File: src/rtl/spi_master_ctrl.sv
// SPI initiator: shifts {cmd, cmd_data} out on SS_n/MOSI MSB first, one bit per clk; read-data frames capture 8 MISO bits.
// Latency: SS_n falls the clk after accept (one more with SPI_MASTER_CMD_FIFO_EN); rd_valid pulses in the first gap cycle.
// Backpressure: cmd_ready low for the whole frame and gap; SPI_MASTER_CMD_FIFO_EN adds a 2-deep queue with ready = !full.
module spi_master_ctrl #(
    parameter int RD_LATENCY = 2,
    parameter int GAP_CYCLES = 1
) (
    input  logic       clk,
    input  logic       rst,
    input  logic       cmd_valid,
    output logic       cmd_ready,
    input  logic [1:0] cmd,
    input  logic [7:0] cmd_data,
    output logic [7:0] rd_data,
    output logic       rd_valid,
    output logic       busy,
    output logic       SS_n,
    output logic       MOSI,
    input  logic       MISO
);

    typedef enum logic [2:0] {
        IDLE, LEAD, ROUTE, SHIFT, TAIL, WAIT_RD, CAPTURE, GAP
    } state_t;

    localparam logic [3:0] RD_LAST  = 4'(RD_LATENCY - 1);
    localparam logic [3:0] GAP_LAST = 4'(GAP_CYCLES - 1);

    state_t     state, state_nxt;
    logic [3:0] cnt;
    logic [9:0] sreg;
    logic       is_rd;
    logic [6:0] rd_shift;
    logic       ss_n_nxt, mosi_nxt;
    logic       start;
    logic [9:0] start_word;

`ifdef SPI_MASTER_CMD_FIFO_EN
    logic [9:0] fifo_mem [2];
    logic       wr_ptr, rd_ptr;
    logic [1:0] fifo_cnt;
    logic       push;

    assign cmd_ready  = (fifo_cnt != 2'd2) && !rst;
    assign push       = cmd_valid && cmd_ready;
    // Pop straight out of the last gap cycle so queued frames keep the minimum gap.
    assign start      = (fifo_cnt != 2'd0) &&
                        ((state == IDLE) || ((state == GAP) && (cnt == GAP_LAST)));
    assign start_word = fifo_mem[rd_ptr];
    assign busy       = (state != IDLE) || (fifo_cnt != 2'd0);

    always_ff @(posedge clk) begin
        if (rst) begin
            wr_ptr   <= 1'b0;
            rd_ptr   <= 1'b0;
            fifo_cnt <= 2'd0;
        end else begin
            if (push) begin
                fifo_mem[wr_ptr] <= {cmd, cmd_data};
                wr_ptr           <= ~wr_ptr;
            end
            if (start) begin
                rd_ptr <= ~rd_ptr;
            end
            fifo_cnt <= fifo_cnt + {1'b0, push} - {1'b0, start};
        end
    end
`else
    assign cmd_ready  = (state == IDLE) && !rst;
    assign start      = cmd_valid && cmd_ready;
    assign start_word = {cmd, cmd_data};
    assign busy       = (state != IDLE);
`endif

    always_comb begin
        state_nxt = state;
        case (state)
            IDLE:    if (start) state_nxt = LEAD;
            LEAD:    state_nxt = ROUTE;
            ROUTE:   state_nxt = SHIFT;
            SHIFT:   if (cnt == 4'd9) state_nxt = is_rd ? WAIT_RD : TAIL;
            TAIL:    state_nxt = GAP;
            WAIT_RD: if (cnt == RD_LAST) state_nxt = CAPTURE;
            CAPTURE: if (cnt == 4'd7) state_nxt = GAP;
            GAP:     if (cnt == GAP_LAST) state_nxt = start ? LEAD : IDLE;
            default: state_nxt = IDLE;
        endcase
    end

    // Pins are registered from the next state so they only move on rising edges.
    always_comb begin
        ss_n_nxt = (state_nxt == IDLE) || (state_nxt == GAP);
        mosi_nxt = 1'b0;
        case (state_nxt)
            ROUTE:   mosi_nxt = sreg[9];
            SHIFT:   mosi_nxt = (state == SHIFT) ? sreg[8] : sreg[9];
            default: mosi_nxt = 1'b0;
        endcase
    end

    always_ff @(posedge clk) begin
        if (rst) begin
            state    <= IDLE;
            cnt      <= 4'd0;
            sreg     <= 10'd0;
            is_rd    <= 1'b0;
            rd_shift <= 7'd0;
            rd_data  <= 8'h00;
            rd_valid <= 1'b0;
            SS_n     <= 1'b1;
            MOSI     <= 1'b0;
        end else begin
            state    <= state_nxt;
            SS_n     <= ss_n_nxt;
            MOSI     <= mosi_nxt;
            rd_valid <= 1'b0;
            if ((state_nxt != state) || (state == IDLE)) begin
                cnt <= 4'd0;
            end else begin
                cnt <= cnt + 4'd1;
            end
            if (start) begin
                sreg  <= start_word;
                is_rd <= (start_word[9:8] == 2'b11);
            end else if (state == SHIFT) begin
                sreg <= {sreg[8:0], 1'b0};
            end
            if (state == CAPTURE) begin
                rd_shift <= {rd_shift[5:0], MISO};
                if (cnt == 4'd7) begin
                    rd_data  <= {rd_shift, MISO};
                    rd_valid <= 1'b1;
                end
            end
        end
    end

endmodule

File: config.mk
export PLATFORM = sky130hd
export DESIGN_NAME = spi_master_ctrl
export DESIGN_NICKNAME = d
export VERILOG_FILES = /design/src/rtl/spi_master_ctrl.sv
export SDC_FILE = /design/constraint.sdc
export NUM_CORES = 1
export LEC_CHECK = 0
export ABC_AREA = 1
export ABC_CLOCK_PERIOD_IN_PS = 1880
export BUFFER_PORTS_ARGS = -buffer_cell sky130_fd_sc_hd__buf_2
export CORE_UTILIZATION = 45
export CTS_CLUSTER_DIAMETER = 80
export DETAILED_ROUTE_END_ITERATION = 10
export GPL_ROUTABILITY_DRIVEN = 0
export PLACE_DENSITY = 0.66
export REMOVE_ABC_BUFFERS = 1
export SLEW_MARGIN = 20
export SYNTH_ARGS = -nofsm -noshare
export SYNTH_HDL_FRONTEND = slang
export SYNTH_SLANG_ARGS = --single-unit
export TNS_END_PERCENT = 100
File: constraint.sdc
create_clock -name clk -period 1.88 [get_ports clk]
set_input_delay 0.188 -clock clk [delete_from_list [all_inputs] [get_ports clk]]
set_output_delay 0.188 -clock clk [all_outputs]
set_load 0.01 [all_outputs]
# --- Yosys cells after proc, flatten, opt, wreduce, memory -nomap -nowiden ---
# Cells that the tools add are included.
classes:
  add_sub_neg: 1
  eq_ne: 15
  muxes: 13
  bitwise_logic: 1
  reduce_logical: 13
op_table:
  columns: ["op", "n"]
  rows:
  - ["$pmux W3 S8", 1]
  - ["$mux W10", 2]
  - ["$eq A3 B3 Y1 const B", 5]
  - ["$mux W3", 5]
  - ["$eq A3 B2 Y1 const B", 4]
  - ["$logic_not A3 Y1", 2]
  - ["$add A4 B1 Y4 const B", 1]
  - ["$eq A4 B1 Y1 const B", 1]
  - ["$eq A4 B3 Y1 const B", 1]
  - ["$eq A4 B4 Y1 const B", 1]
  - ["$logic_not A4 Y1", 1]
  - ["$mux W1", 4]
  - ["$reduce_or A2 Y1", 2]
  - ["$eq A3 B1 Y1 const B", 1]
  - ["$ne A3 B3 Y1", 1]
  - ["$reduce_bool A3 Y1", 1]
  - ["$eq A2 B2 Y1 const B", 1]
  - ["$logic_and A1 B1 Y1", 2]
  - ["$logic_or A1 B1 Y1", 2]
  - ["$pmux W1 S2", 1]
  - ["$reduce_and A2 Y1", 1]
  - ["$reduce_bool A2 Y1", 1]
  - ["$logic_not A1 Y1", 1]
  - ["$not A1 Y1", 1]
word_totals:
  ff_bits: 36
  input_bits: 14

# --- Depth between registers and ports, before layout ---
logic_depth:
  word_depth: 9
  depth_mapped: 12
  ltp_nobuf: 12

# --- Worst setup path before layout ---
# OpenSTA, ideal clock, no wires.
synth_path:
  path_kind: "reg-to-reg"
  start: "register cnt[0]"
  end: "register cnt[0]"
  t_arrival_ns: 1.244
  slack_ns: 0.518
  path_stages_with_launch: 11
  path_cell_list: "dfxtp_1 > ha_1 > nand3_1 > nand2_1 > nand2_1 > nand2_1 > inv_1 > nand2_2 > nand3_1 > nand3_2 > nor2_1"
synth_between:
  elab_chain_cells: 6
synth_rtl:
  columns: ["item", "line", "source"]
  rows:
  - ["start: declaration", "30", "logic [3:0] cnt;"]
  - ["start signal: assignment", "120", "cnt <= cnt + 4'd1;"]
  - ["$eq A4 B3 Y1, or another cell as far along", "84", "CAPTURE: if (cnt == 4'd7) state_nxt = GAP;"]
  - ["$mux W3 (on tied branches)", null, null]
  - ["$pmux W3 S8", "77", "case (state)"]
  - ["$ne A3 B3 Y1", "117", "if ((state_nxt != state) || (state == IDLE)) begin"]
  - ["$logic_or A1 B1 Y1", "117", null]
  - ["$reduce_or A2 Y1 (no line)", null, null]
# Parallel ways exist; a longest one is shown, timed or not.
# A chain may end at the register's enable or synchronous reset.

# --- Worst setup path in the final report ---
layout_path:
  start: "register cnt[0]"
  end: "register cnt[3]"
# Same word-level chain as after synthesis.

==> metrics.yaml <==
status: "finished, final reports clean"
critical_path.cell_chain: "ha_1 > nand2_1 > nor2_1 > nand2_1 > nand2_1 > nand2_1 > inv_1 > nand2_2 > nand3_1 > nand3_2 > nor2_1"
dieWidth_um: 62.15
post-synth-top-area-cell: "dfxtp_1"
synth_flop_cell: "dfxtp_1"
drv_cap: 0
synth_top_area_share_pct: 44.27
tightestPinTransition_ns: 0.2683
core_area_mm2: 0.003390
htreeDepth: 2
cp_slowest_cell: "dfxtp_1"
drt_first_pass_iters: 4
vdd_ir_drop_max_mv: 0.4569
grt_pass1_vias: 1399
overflow: 0
grt_start_max_net_pins: 16
fin_cells: 300
grt_util_met1_pct: 25.09
syn_to_final_growth_pct: 15.30
n_antenna_cell: 0
setup_viol: 0
final_area_mm2: 0.001877
fmax_mhz: 648.9
ys_seq_area_share_pct: 44.27
ios: 27
ctsResizeCount: 0
skew_ns: 0.002036
grt_setup_unrepaired: "false"
fin_nets: 270
finalPower_uw: 1612
crit_top_cell: "nand2_1"
p_switching_uw: 505.7
antenna_found_initial: 0
top_usage_layer: "met2"
clock_latency_ns: 0.34
hpwl_um: 2377
grt_pass1_wl_um: 6099
seq_power_share_pct: 52.3
die_y_um: 62.15
fin_crit_sh_pct: 81.97
leakage_uw: 0.0008771
cts_tree: "done"
cts-buffers-inserted: 5
dpl_cell_area_mm2: 0.001814
period_needed_ns: 1.541
cp_slowest_stage_delay_ns: 0.43
setup.worst_path.start_class: "flip-flop"
p_int_uw: 1106
ys_top_cells_by_area: "dfxtp_1 (44%), nand2_1 (14%), nor2_1 (6.2%), o21ai_0 (5.2%), inv_1 (4.4%)"
die-area_mm2: 0.003862
yosysUniqueCellTypes: 27
ctsLongestPathBuffers: 2
worstPathMaxFanout: 5
track_usage_pct: 19.69
netlist_area_mm2: 0.001628
power_frac_comb_pct: 19.9
remaining_drc_errors: 0
swShare_pct: 31.38
ys_ff_latch: 36
cts_hold_buf: 0
powerDensity_mw_per_mm2: 858.8
yosysWarningCount: 0
num_rows: 21
crit_type: "reg2reg"
cts_root_buffer: "clkbuf_4"
grt.met2_usage_pct: 30.91
drive_gt1_share_pct: 20.47
cp-end-kind: "flip-flop"
fillerInstances: 354
relSlewSlack_pct: 82.00
vias: 1483
synth_edf_count: 0
portBuffers: 26
cp.arrival_ns: 1.83
syn_inst: 221
start_util_pct: 48.03
worst_ep_required_time_ns: 2.17
clock-sinks: 36
hold_path_class: "in2reg"
post-cts-setup-buffers: 0
routed_via_density: 4.943
fin_tns_setup_ns: 0
p_clk_share_pct: 27.7
ant_nets: 0
drv_slew: 0
path_clk_slew_ns: 0.11
grtUsageMet3_pct: 5.515
initialDrtViolationCount: 91
wl_um: 3253
wire_per_inst_um: 10.84
avgSynthCellArea_um2: 7.366
hold_viol: 0
async_flop_share_pct: 0
dp.cells: 292
## layout by cell type, fill, tap and decap left out, drive strengths merged
cell and count:
buf 29, xor2 1, and2 1, a31oi 8, clkinv 1, o21ai 17
a21oi 11, xnor2 1, nand4 1, ha 3, nand2 63, clkinvlp 1
nor2 32, inv 23, dfxtp 36, nor3 1, clkbuf 7, nand3 18
## logic make-up (layout without fill, tap and decap cells)
family	count (synthesis)	in the layout	synth area share [%]
buffers and inverters	28	61	7.148
AO/OA/AOI/OAI	36	36	11.68
XOR/XNOR	2	2	1.076
adder cells (fa/ha/maj)	3	3	2.306
flip-flops	36	36	44.27
AND/OR/NAND/NOR	116	116	33.51
## cells in the mapped netlist (2+ instances only)
master and count:
ha_1 3, a21oi_1 11, dfxtp_1 36, clkbuf_1 2, nor2_4 3, nand3_2 3, nor2_1 27, nand2_1 60
nand3_1 14, inv_1 19, a31oi_1 8, inv_2 3, o21ai_0 17, nand2_2 2
## cell type report
class / instances / area (um^2) / area share, %
Multi-Input combinational cell: 157 / 790.8 / 42.13
Clock buffer: 7 / 55.05 / 2.933
Tap cell: 46 / 57.56 / 3.067
Clock inverter: 1 / 7.507 / 0.4000
Inverter: 24 / 92.59 / 4.933
Timing Repair Buffer: 29 / 152.6 / 8.133
Sequential cell: 36 / 720.7 / 38.40
## final timing paths
check,start,to,slack [ns],cells after the start
setup / recovery,cnt[0],cnt[3],0.34,11
setup reg to reg,cnt[0],cnt[3],0.34,11
hold reg to reg,sreg[0],sreg[0],0.47,2
hold / removal,rst,sreg[0],0.08,2
## metrics by stage
step                      hold WS, ns  utilization [%]  setup WS [ns]
final                         0.07937            55.37         0.3390
after global routing          0.07635            55.37         0.1565
after CTS                     0.07132            55.37         0.3268
after detailed placement       0.4503            53.53         0.3492
after global placement         0.4464            53.53         0.3626
after floorplan                0.2571                -         0.4868
## power by group through the flow
stage               clock network, uW  registers [uW]  logic, uW
floorplan                           0             854        225
global placement                    0             860        320
detailed placement                  0             860        321
CTS                               456             843        322
global route                      489             851        362
finish                            447             844        321
## layer usage
metal / vias up / share of wire (%)
met3: 7 / 4.6
met1: 667 / 48
met4: 0 / 2.3
li1: 775 / -
met5: - / 0
met2: 34 / 45
## state kept, by name, indices dropped and copies added (netlist names)
register  flops
rd_shift      7
rd_data       8
cnt           4
state         3
MOSI          1
rd_valid      1
sreg         10
SS_n          1
is_rd         1
## critical path: cells and delay by family, from the launching register on
kind,cells,cell delay (ns)
buf+inv,1,0.06
simple gates,9,0.76
fa+ha+maj,1,0.23
flops,1,0.43
Note: power is estimated with default switching activity, not from simulation.
